## src/rtl/alu_seq.sv

```systemverilog
// alu_seq: registered ALU with valid/ready handshakes on input and output.
// Opcodes: AND, OR, ADD, SUB, XOR, SHL, SHR (logical), MUL (shift-add, WIDTH cycles).
// Only one operation is in flight at a time.
// Optional build macro ALU_SAT_EN: signed-overflowing ADD/SUB saturate instead of wrapping.
module alu_seq #(
    parameter int unsigned WIDTH = 16
) (
    input  logic             Clk,
    input  logic             Reset,
    input  logic             InValid,
    output logic             InReady,
    input  logic [2:0]       Control,
    input  logic [WIDTH-1:0] A,
    input  logic [WIDTH-1:0] B,
    output logic             OutValid,
    input  logic             OutReady,
    output logic [WIDTH-1:0] Result,
    output logic             CB,
    output logic             Z,
    output logic             N,
    output logic             V
);

    localparam int unsigned SHW = $clog2(WIDTH);
    localparam int unsigned PW  = 2 * WIDTH;

    localparam logic [2:0] OP_AND = 3'b000;
    localparam logic [2:0] OP_OR  = 3'b001;
    localparam logic [2:0] OP_ADD = 3'b010;
    localparam logic [2:0] OP_SUB = 3'b011;
    localparam logic [2:0] OP_XOR = 3'b100;
    localparam logic [2:0] OP_SHL = 3'b101;
    localparam logic [2:0] OP_SHR = 3'b110;
    localparam logic [2:0] OP_MUL = 3'b111;

`ifdef ALU_SAT_EN
    localparam logic [WIDTH-1:0] MAX_POS = {1'b0, {(WIDTH-1){1'b1}}};
    localparam logic [WIDTH-1:0] MIN_NEG = {1'b1, {(WIDTH-1){1'b0}}};
`endif

    typedef enum logic [1:0] {
        S_IDLE = 2'd0,
        S_MUL  = 2'd1,
        S_HOLD = 2'd2
    } state_t;

    state_t           r_state;
    logic [PW-1:0]    r_acc;
    logic [PW-1:0]    r_mcand;
    logic [WIDTH-1:0] r_mplier;
    logic [SHW-1:0]   r_cnt;

    logic             w_accept;
    logic [WIDTH:0]   w_sum;
    logic [WIDTH:0]   w_dif;
    logic             w_add_v;
    logic             w_sub_v;
    logic [SHW-1:0]   w_amt;
    logic [PW-1:0]    w_shl;
    logic [PW-1:0]    w_shr;
    logic [WIDTH-1:0] w_res;
    logic             w_cb;
    logic             w_v;
    logic [PW-1:0]    w_acc_nxt;

    // Accept when idle, or when the held result is being drained this same edge
    assign InReady  = (r_state == S_IDLE) | ((r_state == S_HOLD) & OutReady);
    assign w_accept = InValid & InReady;

    // Single-cycle datapath: result, carry/borrow/shift-out and overflow
    always_comb begin
        w_sum   = {1'b0, A} + {1'b0, B};
        w_dif   = {1'b0, A} + {1'b0, ~B} + (WIDTH+1)'(1);
        w_add_v = (A[WIDTH-1] == B[WIDTH-1]) & (w_sum[WIDTH-1] != A[WIDTH-1]);
        w_sub_v = (A[WIDTH-1] != B[WIDTH-1]) & (w_dif[WIDTH-1] != A[WIDTH-1]);
        w_amt   = B[SHW-1:0];
        // Shift in a double-width window so the last bit shifted out lands at a fixed position
        w_shl   = {WIDTH'(0), A} << w_amt;
        w_shr   = {A, WIDTH'(0)} >> w_amt;
        w_res   = '0;
        w_cb    = 1'b0;
        w_v     = 1'b0;
        case (Control)
            OP_AND: w_res = A & B;
            OP_OR:  w_res = A | B;
            OP_XOR: w_res = A ^ B;
            OP_ADD: begin
                w_res = w_sum[WIDTH-1:0];
                w_cb  = w_sum[WIDTH];
                w_v   = w_add_v;
`ifdef ALU_SAT_EN
                if (w_add_v) w_res = A[WIDTH-1] ? MIN_NEG : MAX_POS;
`endif
            end
            OP_SUB: begin
                w_res = w_dif[WIDTH-1:0];
                w_cb  = w_dif[WIDTH];
                w_v   = w_sub_v;
`ifdef ALU_SAT_EN
                if (w_sub_v) w_res = A[WIDTH-1] ? MIN_NEG : MAX_POS;
`endif
            end
            OP_SHL: begin
                w_res = w_shl[WIDTH-1:0];
                w_cb  = w_shl[WIDTH];
            end
            OP_SHR: begin
                w_res = w_shr[PW-1:WIDTH];
                w_cb  = w_shr[WIDTH-1];
            end
            default: begin
                w_res = '0;
                w_cb  = 1'b0;
                w_v   = 1'b0;
            end
        endcase
    end

    // One shift-add step of the multiply: add multiplicand when the current multiplier bit is set
    assign w_acc_nxt = r_acc + (r_mplier[0] ? r_mcand : PW'(0));

    // Control FSM, multiply iteration and registered outputs
    always_ff @(posedge Clk or posedge Reset) begin
        if (Reset) begin
            r_state  <= S_IDLE;
            r_acc    <= '0;
            r_mcand  <= '0;
            r_mplier <= '0;
            r_cnt    <= '0;
            OutValid <= 1'b0;
            Result   <= '0;
            CB       <= 1'b0;
            Z        <= 1'b0;
            N        <= 1'b0;
            V        <= 1'b0;
        end else begin
            case (r_state)
                S_IDLE, S_HOLD: begin
                    if (w_accept) begin
                        if (Control == OP_MUL) begin
                            r_acc    <= '0;
                            r_mcand  <= {WIDTH'(0), A};
                            r_mplier <= B;
                            r_cnt    <= '0;
                            OutValid <= 1'b0;
                            r_state  <= S_MUL;
                        end else begin
                            Result   <= w_res;
                            CB       <= w_cb;
                            Z        <= (w_res == '0);
                            N        <= w_res[WIDTH-1];
                            V        <= w_v;
                            OutValid <= 1'b1;
                            r_state  <= S_HOLD;
                        end
                    end else if ((r_state == S_HOLD) && OutReady) begin
                        OutValid <= 1'b0;
                        r_state  <= S_IDLE;
                    end
                end
                S_MUL: begin
                    r_acc    <= w_acc_nxt;
                    r_mcand  <= r_mcand << 1;
                    r_mplier <= r_mplier >> 1;
                    r_cnt    <= r_cnt + SHW'(1);
                    if (r_cnt == SHW'(WIDTH - 1)) begin
                        Result   <= w_acc_nxt[WIDTH-1:0];
                        CB       <= |w_acc_nxt[PW-1:WIDTH];
                        Z        <= (w_acc_nxt[WIDTH-1:0] == '0);
                        N        <= w_acc_nxt[WIDTH-1];
                        V        <= 1'b0;
                        OutValid <= 1'b1;
                        r_state  <= S_HOLD;
                    end
                end
                default: begin
                    OutValid <= 1'b0;
                    r_state  <= S_IDLE;
                end
            endcase
        end
    end

endmodule

```

## config.mk

```make
export PLATFORM = sky130hd
export DESIGN_NAME = alu_seq
export DESIGN_NICKNAME = d
export VERILOG_FILES = /design/src/rtl/alu_seq.sv
export SDC_FILE = /design/constraint.sdc
export NUM_CORES = 1
export LEC_CHECK = 0
export CAP_MARGIN = 20
export CORE_MARGIN = 2
export CORE_UTILIZATION = 50
export CTS_CLUSTER_DIAMETER = 120
export DETAILED_ROUTE_END_ITERATION = 8
export PLACE_DENSITY_LB_ADDON = 0.15
export RECOVER_POWER = 100
export SLEW_MARGIN = 20
export SYNTH_ARGS = -nofsm -noshare
export SYNTH_HDL_FRONTEND = slang
export SYNTH_SLANG_ARGS = --single-unit
```

## constraint.sdc

```tcl
create_clock -name Clk -period 4.7 [get_ports Clk]
set_input_delay 0.94 -clock Clk [delete_from_list [all_inputs] [get_ports Clk]]
set_output_delay 0.94 -clock Clk [all_outputs]
set_load 0.1 [all_outputs]
```

==> results.cfg, run 1 <==
[pwr]
p_comb_share_pct = 55.1
power_switching_share_pct = 48.6
p_total_mw = 5.15
p_int_mw = 2.65
power_leakage_nw = 5.21
power.switching_mw = 2.50
power_frac_clock_pct = 14.9
powerDensity_mw_per_mm2 = 435
p_seq_share_pct = 30.0
ir_drop_mv = 0.295

[timing]
hold_violations = 0
worst_pin_slew_ns = 2.26
period_share_pct = 93.9
slew_viol_final = 48
tns_ns = 0
hold_slack_ns = 0.476
max_slew_margin_pct = -51.6
fmax_mhz = 227
rsz0062_at_grt = false
finalSetupViolations = 0
period_minus_slack_ns = 4.41
skew_ns = 0.0117

[yosys]
seq_area_frac_synth_pct = 25.0
ys.flop_type = dfrtp_1
yosys.cell_types.count = 80
ys_ff_latch = 105
synth_area_leaders = dfrtp_1 (25%), ha_1 (9.8%), mux2i_1 (6.4%), nand2_1 (6.2%), o21ai_0 (5.7%)
netlist.area_leader.share_pct = 25.0
post_synth_instance_area_mm2 = 0.0105
syn_inst = 1322
synth_warnings = 0
async_flop_share_pct = 100
synthesis.nets = 1446
synth_top_area_cell = dfrtp_1
synth-edff-count = 0
syn_area_per_cell_um2 = 7.94

[hold_path]
min_path_type = reg -> reg
hold_path_end = Result[13]$_DFFE_PP0P_
min_delay_path_depth = 2
min-delay-start = Result[13]$_DFFE_PP0P_

[drt]
viasPerCell = 6.23
via_count = 10200
ant_nets = 0
drc_errors = 0
wl_per_cell_um = 21.8
wl_um = 35800
first_iter_violations = 795
first_pass_iters = 5

[placement]
gp_congestion = 0.979
port_buffers = 60
placed_cell_area_mm2 = 0.0116
hpwlAfterDp_um = 27700

[worst_setup_path]
path_cells = dlygate4sd3_1 -> ha_1 -> inv_1 -> fa_1 -> nand2b_1 -> a32oi_1 -> o22ai_1 -> nor4_1 -> nand3_1 -> nor4_1 -> nand3_1 -> nor4_1 -> nand4_1 -> o21ai_0
crit_required_ns = 4.97
critical_path.reg2reg.endpoint = CB$_DFFE_PP0P_
rr_startpoint = r_mplier[0]$_DFFE_PP0P_
cp_slowest_cell = nor4_1
worstSetupPathType = in -> reg
worst-path-buf-inv = 2
r2r.worst_path.cells = 13
rrSetupSlack_ns = 0.47
critPathMaxStageDelay_ns = 0.68
cp_max_fo = 4
critPathLaunchType = input port
crit_top_cell = nor4_1
critPathArrivalTime_ns = 4.69
crit_path_end_kind = register
cp_top_family = simple AND/OR/NAND/NOR gates

[layout]
fin_nets = 1488
drive_gt1_share_pct = 7.38
syn_to_final_growth_pct = 12.9
finalInstanceArea_mm2 = 0.0119
fillers = 2017
num_antenna_cells = 0

[cts]
cts.sinks = 105
cts_made_buffers = 9
cts_setup_buffers = 0
cts_buffer_depth = 2
clock_latency_ns = 0.36
cts.htree.levels = 3
clock-root-buffer = clkbuf_16
cts_resized = 0
path_clk_slew_ns = 0.08
hold_buffers = 0
cts_tree = built

[floorplan]
die_h_um = 149
dieArea_mm2 = 0.0222
core_region_area_mm2 = 0.0208
ios = 61
die_w_um = 149
start_util_pct = 50.4
row_count = 53

[global_route]
antenna_found_initial = 0
grt.total_usage_pct = 32.6
grt_pass1_wl_um = 55800
grt-ovfl-total = 0
grt_pass1_vias = 9763
grt_max_degree = 91

[run_status]
status = finished with violations
violations = capacitance limit, slew limit

[job]
drv_cap = 2
## per-layer routing
layer / global-route usage, % / wire [um] / share of wire (%) / up-vias
li1: - / - / - / 4904
met1: 46.7 / 16600 / 46 / 4914
met2: 50.1 / 15700 / 44 / 375
met3: 6.54 / 2700 / 7.5 / 55
met4: 8.71 / 829 / 2.3 / 0
met5: 0 / 0 / 0 / -
## worst reg2reg max path, stage by stage (launching register included)
cell      delay (ns)
dfrtp_1         0.68
clkbuf_1        0.51
and2_0          0.25
ha_1            0.31
a21oi_1         0.43
nor2_1          0.10
a311oi_1        0.32
and2_1          0.23
mux2i_1         0.21
a311oi_1        0.10
nor4_1          0.42
nand4_1         0.16
nor4_1          0.28
a31oi_1         0.11
## sequential cells by signal, indices dropped and copies added (netlist names)
| name | flops |
|---|---|
| CB | 1 |
| r_acc | 32 |
| r_state | 2 |
| Result | 16 |
| V | 1 |
| r_mcand | 32 |
| r_mplier | 16 |
| r_cnt | 4 |
| Z | 1 |
## cell families (layout without fill, tap and decap cells)
logic type	Yosys count	count (layout)	share of synthesized area, %
XOR/XNOR	32	32	2.67
adder cells (fa/ha/maj)	85	85	10.3
flip-flops	105	105	25.0
AND/OR/NAND/NOR	443	443	19.9
buffers and inverters	151	198	5.90
multiplexers	87	87	10.1
AO/OA/AOI/OAI	419	419	26.1
## cells in the final DEF, fill, tap and decap left out, types with 25 or more instances in the layout
cell type,n
a21oi_1,85
a21o_1,27
dlygate4sd3_1,26
nand3_1,27
nor2_1,88
mux2i_1,67
clkdlybuf4s50_1,32
ha_1,82
nor3_1,25
inv_1,56
buf_4,52
dfrtp_1,105
and2_1,36
nand2_1,173
o21ai_0,121
## cell type report
| type | instances | area, um2 | area share [%] |
|---|---|---|---|
| clock buffer | 10 | 229 | 1.93 |
| clock inverter | 6 | 57.6 | 0.485 |
| inverter | 60 | 226 | 1.91 |
| multi-input combinational | 1066 | 7270 | 61.3 |
| sequential | 105 | 2630 | 22.2 |
| tap | 275 | 344 | 2.90 |
| timing repair buffer | 122 | 1100 | 9.28 |
## worst max-delay path by stage
stage / start / to / slack [ns] / cells past startpoint
floorplan: OutReady / Z$_DFFE_PP0P_ / 0.66 / 10
global placement: B[0] / Z$_DFFE_PP0P_ / 0.26 / 14
detailed placement: B[0] / Z$_DFFE_PP0P_ / 0.14 / 14
CTS: B[0] / Z$_DFFE_PP0P_ / 0.49 / 14
global route: B[0] / Z$_DFFE_PP0P_ / 0.13 / 14
finish: B[0] / Z$_DFFE_PP0P_ / 0.29 / 14
## stage by stage
stage	util [%]	instances	worst slack, ns
6_report	56.9	1644	0.285
5_1_grt	56.9	1644	0.131
4_1_cts	57.1	1644	0.494
3_5_place_dp	55.8	1628	0.136
3_3_place_gp	55.8	1628	0.264
2_1_floorplan	-	1322	0.658
## power by group through the flow
stage	Clock, mW	Sequential [mW]	Combinational (mW)
after floorplan	0	1.81	1.77
after global placement	0	1.55	2.81
after detailed placement	0	1.56	2.84
after CTS	0.784	1.54	2.85
after global routing	0.814	1.60	3.10
final	0.769	1.55	2.84
## synth_stat cells (21+ instances only)
master / count
o21ai_0: 120
nand2_1: 173
clkbuf_1: 66
dfrtp_1: 105
inv_1: 57
nand3_1: 27
nor3_1: 25
and2_1: 38
nor2_1: 88
a21o_1: 27
o22ai_1: 21
mux2i_1: 67
ha_1: 82
a211oi_1: 21
a21oi_1: 85
No activity file was read; power rests on OpenSTA's default activity.
==> run 2, diff against run 1 <==
- CORE_MARGIN: 2 -> 3
==> run 2 against run 1 <==
The flow still finishes with violations (capacitance limit, slew limit). First-iteration DRC count is 0.38% higher. Combinational power decreased by 2%. Clock power decreased by 3.8%. Clock skew is 0.0018 ns higher. Routed wire length is 5.0% lower. Largest cell class unchanged.
==> results.cfg, run 2 (same netlist as run 1, synthesis figures left out) <==
[drt]
wl_um = 34000
viasPerCell = 6.24
ant_nets = 0
via_count = 10200
drc_errors = 0
first_pass_iters = 5
first_iter_violations = 798
wl_per_cell_um = 20.8

[cts]
cts_resized = 0
cts_buffer_depth = 2
cts_setup_buffers = 0
hold_buffers = 0
clock_latency_ns = 0.36
cts_tree = built
path_clk_slew_ns = 0.08
clock-root-buffer = clkbuf_16
cts.sinks = 105
cts.htree.levels = 3
cts_made_buffers = 9

[timing]
finalSetupViolations = 0
slew_viol_final = 54
worst_pin_slew_ns = 2.31
hold_slack_ns = 0.471
hold_violations = 0
max_slew_margin_pct = -54.5
tns_ns = 0
period_share_pct = 91.4
fmax_mhz = 233
skew_ns = 0.0135
period_minus_slack_ns = 4.30
rsz0062_at_grt = false

[layout]
stdcell_count = 1633
top_regs = r_acc x32, r_mcand x32
num_antenna_cells = 0
final_cell_mix = nand2_1 (173), o21ai_0 (120), dfrtp_1 (105), nor2_1 (88), a21oi_1 (85)
final_common_cell = nand2_1
fin_nets = 1483
syn_to_final_growth_pct = 11.6
drive_gt1_share_pct = 6.82

[worst_setup_path]
cp_max_fo = 31
critPathArrivalTime_ns = 4.48
crit_path_end_kind = register
critPathLaunchType = input port
path_cells = dlygate4sd3_1 -> buf_4 -> nand3_1 -> nor2_1 -> clkbuf_1 -> o21ai_0
critPathMaxStageDelay_ns = 1.00
crit_required_ns = 4.88
cp_top_family = buffers and inverters
worstSetupPathType = in -> reg
worst-path-buf-inv = 3
cp_slowest_cell = clkbuf_1

[pwr]
ir_drop_mv = 0.297
powerDensity_mw_per_mm2 = 430
power_leakage_nw = 5.15

[floorplan]
die_w_um = 151
row_count = 52
ios = 61
start_util_pct = 51.4
core_region_area_mm2 = 0.0204
die_h_um = 151
dieArea_mm2 = 0.0228

[global_route]
grt_pass1_wl_um = 53600
grt_max_degree = 58
grt-ovfl-total = 0
grt_pass1_vias = 9567
antenna_found_initial = 0
grt.total_usage_pct = 29.9

[placement]
hpwlAfterDp_um = 26200
gp_congestion = 1.01
port_buffers = 60
dpl.cell_count = 1618

[run_status]
violations = capacitance limit, slew limit
status = finished with violations

[job]
drv_cap = 1

[hold_path]
min_path_type = reg -> reg
[run 2: changes by cell type in the layout (fill, tap and decap cells not counted), moves of 2 or more]
cell / change
and2_0: -2
and2_1: +2
clkinv_4: -2
buf_12: -5
[run 2: area by class of cell]
cell class              count  area (um2)
multi-input cells        1066        7260
well taps                 270         338
flip-flops and latches    105        2630
repair buffers            117         996
clock buffers               9         225
fillers                  1964        8710
clock inverters             6        50.0
inverters                  60         226
[run 2: worst min-delay path, cell delays in order (launching register included)]
cell,delay [ns]
dfrtp_1,0.34
nand2_1,0.04
o21ai_0,0.05
[run 2: final timing paths]
| path | start | end | slack [ns] | cells past startpoint |
|---|---|---|---|---|
| worst max-delay path | Control[0] | r_mcand[20]$_DFFE_PP0P_ | 0.40 | 6 |
| worst min-delay path | Result[1]$_DFFE_PP0P_ | Result[1]$_DFFE_PP0P_ | 0.47 | 2 |
| worst max register to register | r_mplier[0]$_DFFE_PP0P_ | CB$_DFFE_PP0P_ | 0.86 | 14 |
| worst min register to register | Result[1]$_DFFE_PP0P_ | Result[1]$_DFFE_PP0P_ | 0.47 | 2 |
| max in group asynchronous | Reset | r_acc[3]$_DFFE_PP0P_ | 0.90 | 3 |
| min in group asynchronous | Reset | r_mplier[8]$_DFFE_PP0P_ | 1.65 | 2 |
[run 2: routing by layer]
layer  vias to the layer above  share of wire (%)  track usage, %
met4                         0                3.5            10.8
met3                        68                7.1            4.79
li1                       4903                  -               -
met5                         -                  0               0
met1                      4827                 46            43.1
met2                       386                 44            45.5
[run 2: power breakdown]
group / switching, mW / total (mW) / internal, mW / leakage, nW
Sequential: 0.256 / 1.52 / 1.27 / 1.34
Clock: 0.375 / 0.740 / 0.365 / 0.134
Combinational: 1.79 / 2.77 / 0.985 / 3.67
[run 2: per-stage QoR]
step	worst slack [ns]	util, %	total power [mW]	instance area (um2)
after floorplan	0.658	-	3.57	10500
after global placement	0.300	56.3	4.29	11500
after detailed placement	0.235	56.3	4.31	11500
after CTS	0.587	57.7	5.07	11800
after global routing	0.0948	57.4	5.42	11700
final	0.403	57.4	5.04	11700
==> run 3, diff against run 2 <==
- clock period: 4.7 -> 4.6 ns (I/O delays scaled with it)
==> run 3 against run 2 <==
The flow still finishes with violations (capacitance limit, slew limit). Design area up 0.99%. Utilization up 0.57 points. Routed wire length is 2.8% higher. Clock skew shrank 0.0038 ns. Final cell count increased by 0.55%. Sequential share of layout area fell by 0.22 points. Clock-buffer cell count up 1. Non-clock buffer count rose by 9. Register-to-register slack got worse by 0.18 ns. Critical endpoint is now r_acc[11]$_DFFE_PP0P_. Highest routed layer is now met5.
==> results.cfg, run 3 (same netlist as run 1, synthesis figures left out) <==
[run_status]
status = finished with violations
violations = capacitance limit, slew limit

[layout]
finalInstanceArea_mm2 = 0.0118
syn_to_final_growth_pct = 12.7
fin_nets = 1492
num_antenna_cells = 0
fillers = 1904
final_cell_mix = nand2_1 (173), o21ai_0 (121), dfrtp_1 (105), nor2_1 (88), a21oi_1 (85)
top_regs = r_acc x32, r_mcand x32
final_common_cell = nand2_1
drive_gt1_share_pct = 7.43
fin_util_pct = 57.9

[drt]
via_count = 10300
first_pass_iters = 5
drc_errors = 0
ant_nets = 0
first_iter_violations = 966
wl_um = 35000
wl_per_cell_um = 21.3
viasPerCell = 6.29

[placement]
hpwlAfterDp_um = 26800
gp_congestion = 1.01
port_buffers = 60
placed_cell_area_mm2 = 0.0116

[worst_setup_path]
rr_startpoint = r_mplier[0]$_DFFE_PP0P_
critPathLaunchType = input port
critical_path.reg2reg.endpoint = CB$_DFFE_PP0P_
critPathArrivalTime_ns = 4.42
critPathMaxStageDelay_ns = 0.89
rrSetupSlack_ns = 0.68
path_cells = dlygate4sd3_1 -> clkbuf_1 -> buf_12 -> nand3_1 -> clkbuf_1 -> nor2_1 -> nor2_1 -> clkbuf_2 -> a22o_1
cp_max_fo = 35
worstSetupPathType = in -> reg
crit_end = r_acc[11]$_DFFE_PP0P_
cp.depth = 9
r2r.worst_path.cells = 13
crit_path_end_kind = register
crit_required_ns = 4.84
cp_top_family = buffers and inverters
cp_slowest_cell = dlygate4sd3_1
worstSetupStartpoint = Control[0]
worst-path-buf-inv = 5

[cts]
clock-root-buffer = clkbuf_16
cts.sinks = 105
cts_tree = built
cts_buffer_depth = 2
path_clk_slew_ns = 0.08
hold_buffers = 0
cts_resized = 0
cts_made_buffers = 9
clock_latency_ns = 0.36
cts.htree.levels = 3
cts_setup_buffers = 0

[global_route]
grt.total_usage_pct = 31.2
grt_pass1_wl_um = 55900
grt-ovfl-total = 0
antenna_found_initial = 1
grt_pass1_vias = 10000
grt_max_degree = 64

[pwr]
ir_drop_mv = 0.267
powerDensity_mw_per_mm2 = 440
power_leakage_nw = 5.21
p_total_mw = 5.21

[timing]
hold_slack_ns = 0.474
finalSetupViolations = 0
worst_pin_slew_ns = 2.71
fmax_mhz = 239
slew_viol_final = 63
period_share_pct = 90.8
hold_violations = 0
tns_ns = 0
max_slew_margin_pct = -81.5
rsz0062_at_grt = false
skew_ns = 0.00968
period_minus_slack_ns = 4.18

[hold_path]
min_path_type = reg -> reg
min_delay_path_depth = 2

[floorplan]
row_count = 52
die_w_um = 151
ios = 61
dieArea_mm2 = 0.0228
core_region_area_mm2 = 0.0204
die_h_um = 151
start_util_pct = 51.4

[job]
drv_cap = 1
==> run 3: routing by layer <==
| layer | global-route usage [%] | vias to the layer above | share of wire, % |
|---|---|---|---|
| met5 | 0 | - | 0.037 |
| met4 | 9.61 | 2 | 2.9 |
| met3 | 4.97 | 67 | 6.5 |
| met2 | 49.4 | 389 | 45 |
| met1 | 43.8 | 4948 | 45 |
| li1 | - | 4927 | - |
==> run 3: per-stage QoR <==
stage | cells | setup slack [ns]
CTS | 1642 | 0.539
global placement | 1627 | 0.251
global route | 1642 | 0.179
finish | 1642 | 0.423
floorplan | 1322 | 0.578
detailed placement | 1627 | 0.182
==> run 3: cell type report <==
type                    count  area (um2)  area share, %
flip-flops and latches    105        2630           22.2
inverters                  60         226           1.91
well taps                 270         338           2.85
clock inverters             5        48.8          0.412
multi-input cells        1066        7260           61.4
repair buffers            126        1090           9.23
clock buffers              10         239           2.02
==> run 3: how the worst min path moves through the flow <==
stage	from	end
floorplan	r_cnt[3]$_DFFE_PP0P_	r_cnt[3]$_DFFE_PP0P_
global placement	r_mplier[14]$_DFFE_PP0P_	r_mplier[13]$_DFFE_PP0P_
detailed placement	r_mplier[12]$_DFFE_PP0P_	r_mplier[11]$_DFFE_PP0P_
CTS	r_mplier[12]$_DFFE_PP0P_	r_mplier[11]$_DFFE_PP0P_
global route	Result[8]$_DFFE_PP0P_	Result[8]$_DFFE_PP0P_
finish	Result[0]$_DFFE_PP0P_	Result[0]$_DFFE_PP0P_
==> run 3: report_power, final <==
part	switching, mW	internal, mW	total (mW)
registers	0.267	1.30	1.56
logic	1.85	1.02	2.87
clock network	0.387	0.392	0.779
==> run 3: worst reg2reg max path, delay by kind of cell (launching register included) <==
family,cells,cell delay [ns]
DFF,1,0.51
AOI/OAI and AO/OA,6,1.47
and+or+nand+nor,4,0.98
adders and majority gates,2,0.60
xor gates and xnor gates,1,0.24
